## config.mk

```make
export PLATFORM = sky130hd
export DESIGN_NAME = mitch_trunc_div
export DESIGN_NICKNAME = d
export VERILOG_FILES = /design/src/rtl/mitch_trunc_div.sv
export SDC_FILE = /design/constraint.sdc
export NUM_CORES = 1
export LEC_CHECK = 0
export CORE_MARGIN = 2
export CORE_UTILIZATION = 60
export DETAILED_ROUTE_END_ITERATION = 7
export PLACE_DENSITY_LB_ADDON = 0.25
export SKIP_LAST_GASP = 1
export SLEW_MARGIN = 20
export SYNTH_ARGS = -nofsm -noshare
export SYNTH_HDL_FRONTEND = slang
export SYNTH_SLANG_ARGS = --single-unit
export TNS_END_PERCENT = 20
```

## constraint.sdc

```tcl
create_clock -name clk -period 5.28 [get_ports clk]
set_clock_uncertainty 0.1 [all_clocks]
set_input_delay 0.528 -clock clk [delete_from_list [all_inputs] [get_ports clk]]
set_output_delay 0.528 -clock clk [all_outputs]
set_load 0.03 [all_outputs]
```

## src/rtl/mitch_trunc_div.sv

```systemverilog
// Multi-cycle Mitchell log-domain approximate divider with W-bit truncated mantissas.
// One operation in flight: IDLE -> LOD -> LOGSUB -> SHIFT -> DONE, valid/ready on both sides.
module mitch_trunc_div #(
   parameter int XW = 32,
   parameter int YW = 16,
   parameter int QW = 16,
   parameter int W  = 5
) (
   input  logic          clk,
   input  logic          rst_n,
   input  logic          in_valid,
   output logic          in_ready,
   input  logic [XW-1:0] x,
   input  logic [YW-1:0] y,
   output logic          out_valid,
   input  logic          out_ready,
   output logic [QW-1:0] q,
   output logic          ovf,
   output logic          dz
);

   localparam int KXW = $clog2(XW);
   localparam int KYW = $clog2(YW);
   localparam int EW  = 7;
   localparam int SW  = QW + W + 1;

   typedef enum logic [2:0] {IDLE, LOD, LOGSUB, SHIFT, DONE} state_t;

   state_t state, state_nx;

   logic [XW-1:0]         x_r;
   logic [YW-1:0]         y_r;
   logic [KXW-1:0]        k1_r;
   logic [KYW-1:0]        k2_r;
   logic [W-1:0]          f1_r, f2_r;
   logic                  xz_r, yz_r;
   logic [W:0]            m_r;
   logic signed [EW-1:0]  e_r;
   logic                  sp_dz_r, sp_zero_r;

   function automatic logic [KXW-1:0] lod_x(input logic [XW-1:0] v);
      lod_x = '0;
      for (int i = 0; i < XW; i++)
         if (v[i]) lod_x = KXW'(i);
   endfunction

   function automatic logic [KYW-1:0] lod_y(input logic [YW-1:0] v);
      lod_y = '0;
      for (int i = 0; i < YW; i++)
         if (v[i]) lod_y = KYW'(i);
   endfunction

   // LOD: normalise so the leading one sits at the MSB; bits below it (zero-padded) are the mantissa
   logic [KXW-1:0] k1_c;
   logic [KYW-1:0] k2_c;
   logic [XW-1:0]  xn_c;
   logic [YW-1:0]  yn_c;

   always_comb begin
      k1_c = lod_x(x_r);
      k2_c = lod_y(y_r);
      xn_c = x_r << (KXW'(XW - 1) - k1_c);
      yn_c = y_r << (KYW'(YW - 1) - k2_c);
   end

   // LOGSUB: 2^W+f1-f2 and f1-f2 agree modulo 2^W, so one W-bit subtract covers both cases
   logic [W-1:0]         d_c;
   logic signed [EW-1:0] e_c;

   always_comb begin
      d_c = f1_r - f2_r;
      e_c = $signed(EW'(k1_r)) - $signed(EW'(k2_r)) - $signed(EW'(f1_r < f2_r));
   end

   // SHIFT: antilog; right shift floors, shifting everything out gives zero
   logic [SW-1:0]  sh_c;
   logic [EW-1:0]  lsh_c, rsh_c;
   logic [QW-1:0]  q_c;
   logic           ovf_c;

   always_comb begin
      lsh_c = e_r - EW'(W);
      rsh_c = EW'(W) - e_r;
      if (e_r >= $signed(EW'(W))) sh_c = SW'(m_r) << lsh_c;
      else                        sh_c = SW'(m_r) >> rsh_c;
      q_c   = sh_c[QW-1:0];
      ovf_c = 1'b0;
      if (sp_dz_r) begin
         q_c = '1;
      end else if (sp_zero_r) begin
         q_c = '0;
      end else if (e_r >= $signed(EW'(QW))) begin
         q_c   = '1;
         ovf_c = 1'b1;
      end
   end

   always_ff @(posedge clk or negedge rst_n) begin
      if (!rst_n) state <= IDLE;
      else        state <= state_nx;
   end

   always_comb begin
      state_nx  = state;
      in_ready  = 1'b0;
      out_valid = 1'b0;
      case (state)
         IDLE: begin
            in_ready = 1'b1;
            if (in_valid) state_nx = LOD;
         end
         LOD:    state_nx = LOGSUB;
         LOGSUB: state_nx = SHIFT;
         SHIFT:  state_nx = DONE;
         DONE: begin
            out_valid = 1'b1;
            if (out_ready) state_nx = IDLE;
         end
         default: state_nx = IDLE;
      endcase
   end

   always_ff @(posedge clk or negedge rst_n) begin
      if (!rst_n) begin
         x_r       <= '0;
         y_r       <= '0;
         k1_r      <= '0;
         k2_r      <= '0;
         f1_r      <= '0;
         f2_r      <= '0;
         xz_r      <= 1'b0;
         yz_r      <= 1'b0;
         m_r       <= '0;
         e_r       <= '0;
         sp_dz_r   <= 1'b0;
         sp_zero_r <= 1'b0;
         q         <= '0;
         ovf       <= 1'b0;
         dz        <= 1'b0;
      end else begin
         case (state)
            IDLE: if (in_valid) begin
               x_r <= x;
               y_r <= y;
            end
            LOD: begin
               k1_r <= k1_c;
               k2_r <= k2_c;
               f1_r <= xn_c[XW-2 -: W];
               f2_r <= yn_c[YW-2 -: W];
               xz_r <= (x_r == '0);
               yz_r <= (y_r == '0);
            end
            LOGSUB: begin
               m_r       <= {1'b1, d_c};
               e_r       <= e_c;
               sp_dz_r   <= yz_r;
               sp_zero_r <= xz_r & ~yz_r;
            end
            SHIFT: begin
               q   <= q_c;
               ovf <= ovf_c;
               dz  <= sp_dz_r;
            end
            default: ;
         endcase
      end
   end

endmodule

```

Yosys cells after proc, flatten, opt, wreduce, memory -nomap -nowiden
Index checks and enable logic that the tools add are counted.
W data, S select, Z words.
{ "totals": {"register_bits": 105, "inputBits": 52, "out_inout_bits": 20, "word_cells": 101} }
{ "op_classes": {"add_sub_neg": 7, "n_lt_le_gt_ge": 3, "n_eq_ne": 6, "shifts": 4, "mux": 58, "bitwise_logic": 2, "n_reduce_logical": 5} }
{ "op_table": {"columns": ["operator", "n"], "rows": [
  ["$mux W5", 28],
  ["$mux W16", 4],
  ["$mux W4", 14],
  ["$logic_not A32 Y1", 1],
  ["$shl A32 B5 Y31", 1],
  ["$logic_not A16 Y1", 1],
  ["$shl A16 B4 Y15", 1],
  ["$shl A6 B7 Y16", 1],
  ["$shr A6 B7 Y16", 1],
  ["$pmux W3 S5", 1],
  ["$ge A7 B4 Y1 const B", 1],
  ["$ge A7 B6 Y1 const B", 1],
  ["$mux W1", 7],
  ["$sub A4 B7 Y7 const A", 1],
  ["$sub A6 B2 Y7", 1],
  ["$sub A7 B4 Y7 const B", 1],
  ["$eq A3 B2 Y1 const B", 2],
  ["$mux W3", 2],
  ["$sub A5 B4 Y6", 1],
  ["$lt A5 B5 Y1", 1],
  ["$sub A5 B5 Y5", 1],
  ["$sub A5 B5 Y5 const A", 1],
  ["$mux W2", 2],
  ["$ne A2 B2 Y1 const B", 2],
  ["other kinds (7)", 8]
]} }

Logic depth before layout (Yosys ltp)
{ "depth": {"ltp_word": 33, "mapped_depth": 13, "mapped_depth_nobuf": 12} }

Worst setup path after synthesis
OpenSTA, ideal clock, no wires.
{ "synth_timing": {"kind": "flip-flop to flip-flop", "from": "register e_r[1]", "to": "register q[5]", "setup_time_ps": 125, "arrival_time_ps": 2732, "required_ps": 5055, "path_slack_ps": 2323, "stages_incl_launch_ff": 13, "n_path_buf": 2, "synth_period_minus_slack_ps": 2957, "cell_sequence": "dfrtp_1 clkbuf_1 inv_1 ha_1 a21oi_1 a31oi_1 a41oi_1 nor2_1 and2_1 clkbuf_1 a221oi_1 o21bai_1 mux2_2"} }
{ "synth_between": {"elab_chain_len": 6, "elab_cells_between_ends": 10, "cone_classes": "2 x add/sub; 2 x order compare; 2 x shift; 4 x mux"} }
{ "synth_rtl": {"columns": ["element", "line_no", "rtl"], "rows": [
  ["start: declaration", "38", "logic signed [EW-1:0] e_r;"],
  ["start signal: assignment", "134", "e_r <= '0;"],
  ["start signal: assignment", "156", "e_r <= e_c;"],
  ["$sub A4 B7 Y7 / $sub A7 B4 Y7 (equally long branches)", "83, 82", null],
  ["$shr A6 B7 Y16 / $shl A6 B7 Y16 (equally long branches)", "85, 84", null],
  ["$mux W16", "84", "if (e_r >= $signed(EW'(W))) sh_c = SW'(m_r) << lsh_c;"],
  ["$mux W16 *", "92", "end else if (e_r >= $signed(EW'(QW))) begin"],
  ["$mux W16 *", "90", "end else if (sp_zero_r) begin"],
  ["$mux W16 *", "88", "if (sp_dz_r) begin"],
  ["end signal: assignment", "161", "q <= q_c;"],
  ["end: declaration", "17", "output logic [QW-1:0] q,"]
]} }
Mark *: on every way between the ends. The rest lies on a longest branch, timed or not.
A chain may end at the register's enable or synchronous reset.

Worst setup path in the final report
{ "layout_timing": {"from": "register e_r[0]", "to": "register q[1]"} }
Same word-level chain as after synthesis.

==> results.py <==
metrics = {
    "floorplanning": {
        "die_x_um": 113.6,
        "core_um2": 11860,
        "rows": 40,
        "ios": 72,
        "fp.dieH_um": 113.6,
        "die_area_um2": 12900,
        "start_util_pct": 60.73,
    },
    "synth": {
        "syn-instance-count": 810,
        "synthSimpleGateAreaFrac_pct": 16.62,
        "yosys-top-cells-area": "dfrtp_1, mux2_2, mux2i_1",
        "synth_compound_area_share_pct": 19.28,
        "synth.top_cell.area_share_pct": 36.48,
        "yosysTopAreaCell": "dfrtp_1",
        "yosysSeqAreaShare_pct": 36.48,
        "synth-edff-count": 0,
        "synth_nets": 882,
        "synth_cell_types": 68,
        "synth_area_um2": 7203,
        "ys_ff_latch": 105,
        "ys.flop_type": "dfrtp_1",
        "avgSynthCellArea_um2": 8.893,
        "synthMuxAreaShare_pct": 17.54,
        "async_reset_ff_share_pct": 100.0,
        "yosys_warnings": 0,
        "synthAdderAreaFrac_pct": 3.682,
        "synth_most_common_cell": "dfrtp_1",
        "synth_common_cells": "dfrtp_1, nand2_1, nor2_1",
        "synth_xor_area_share_pct": 1.702,
        "synth_top_family_by_area": "compound AO/OA/AOI/OAI gates",
    },
    "sta": {
        "relSlewSlack_pct": 44.66,
        "worst_pin_slew_ps": 827.1,
        "fmax_mhz": 300.6,
        "hold_viol_final": 0,
        "period_share_pct": 63.01,
        "slew_viol_final": 0,
        "final.min_clock_period_ps": 3327,
        "setup-violations-final": 0,
        "rsz0062_at_grt": "false",
        "setup-tns-final_ps": 0,
    },
    "global_route": {
        "antenna_found_initial": 0,
        "use_met2_pct": 46.19,
        "grt_max_degree": 65,
        "grt_util_met3_pct": 3.188,
        "grt_pass1_vias": 5872,
        "grt_pass1_wl_mm": 28.87,
        "busiest_layer": "met2",
        "grt_use_total_pct": 27.72,
        "met1_usage_pct": 37.42,
        "grt_remaining_overflow": 0,
    },
    "placed_design": {
        "place_hpwl_mm": 12.95,
        "io_buffers": 71,
        "gp_congestion": 0.9583,
    },
    "detailed_routing": {
        "vias_per_cell": 6.202,
        "drcViolationCount": 0,
        "vias": 6239,
        "drt_iter0_markers": 519,
        "wirelength_mm": 17.50,
        "wl_per_cell_um": 17.40,
        "postRouteAntennaNets": 0,
        "drt_pass1_iterations": 5,
    },
    "setup_path": {
        "cp_common_cell": "nor2_1",
        "worstPathMaxFanout": 17,
        "slowest_stage": "dfrtp_1",
        "slowest_delay_ps": 700,
        "critical_path_class": "reg2reg",
        "crit_path_end_kind": "flop",
        "arrival_ps": 3500,
        "path_cells": "inv_1, ha_1, nor2b_1, nor2_1, xor2_1, nor2_1, and2_1, or3b_2, a21oi_1, nor2_1, o21ai_0",
        "required_ps": 5450,
        "critPathLaunchType": "flop",
    },
    "clock_network": {
        "cts_buffer_depth": 2,
        "cts_hold_buf": 0,
        "clkSlewWorstSetupHoldPaths_ps": 80,
        "cts_buffers": 9,
        "cts_tree": "built",
        "cts_post_setup_buffers_inserted": 0,
        "post_cts_resized": 0,
        "clock_sinks": 105,
        "cts-root-buf": "clkbuf_16",
        "cts_max_level": 3,
        "clock_latency_ps": 360,
    },
    "layout": {
        "fin_util_pct": 70.01,
        "syn_to_final_growth_pct": 15.29,
        "drive_above_1_share_pct": 12.22,
        "nNetsFinal": 926,
        "n_antenna_cell": 0,
    },
    "job": {
        "cap_violations": 0,
    },
    "min_path": {
        "min_path_type": "in2async",
    },
    "outcome": {
        "status": "finished clean",
    },
}
-- cell families after synthesis --
kind of cell,count (synthesis)
simple gates,263
compound gates,214
mux,111
flops,105
buf+inv,83
fa+ha+maj,20
xor+xnor,14
-- critical path, delay by kind of cell, from the launching register on --
family	cells	cell delay [ps]
XOR/XNOR	1	160
adder cells (fa/ha/maj)	1	330
buffers and inverters	1	230
AO/OA/AOI/OAI	2	300
AND/OR/NAND/NOR	6	1440
flip-flops	1	700
-- sequential cells by signal, summed over array words and instances, names as in the netlist, 5 cells and up --
name	count
y_r	16
q	16
f1_r	5
k1_r	5
x_r	32
e_r	7
f2_r	5
m_r	6
-- final timing paths --
check / startpoint / cells after the start / endpoint / slack, ps
max: e_r[0] / 11 / q[1] / 1950
min: rst_n / 1 / e_r[4] / 140
max reg2reg: e_r[0] / 11 / q[1] / 1950
min reg2reg: q[14] / 2 / q[14] / 390
max in group asynchronous: rst_n / 2 / f2_r[0] / 3870
min in group clk: q[14] / 2 / q[14] / 390
-- cell usage in the layout, fill, tap and decap left out, drive strengths merged, types with 10 or more instances in the layout --
cell type      instances
a21oi                 49
ha                    18
a211oi                10
o21ai                 72
nand3                 12
inv                   43
nand2                 91
dfrtp                105
mux2i                 43
mux2                  62
nor3                  14
nor4                  10
nand2b                10
clkdlybuf4s50         70
nor2                  84
-- cell type report --
type                    count  area [um^2]
flip-flops and latches    105         2628
clock buffers               9        225.2
clock inverters             7        92.59
fillers                   935         3557
well taps                 147        183.9
repair buffers             78        784.5
multi-input cells         622         4248
inverters                  38        142.6
-- through the flow --
step	cells	setup slack [ps]	instance area, um^2	hold slack [ps]
detailed placement	988	1974	7943	372.3
CTS	1004	1965	8260	187.7
global route	1006	1600	8304	229.9
floorplan	810	2323	7203	132.4
finish	1006	1953	8304	143.1
global placement	988	2060	7943	356.6
-- layer usage --
| metal | part of all wire (%) | wire [um] | up-vias |
|---|---|---|---|
| met5 | 0 | 0 | - |
| met4 | 3.0 | 532 | 0 |
| met3 | 4.0 | 708 | 42 |
| met2 | 49 | 8573 | 224 |
| met1 | 44 | 7689 | 2961 |
| li1 | - | - | 3012 |
Power is not shown: default switching activity piles up to over one toggle a cycle in this logic, so the estimate is an artifact.
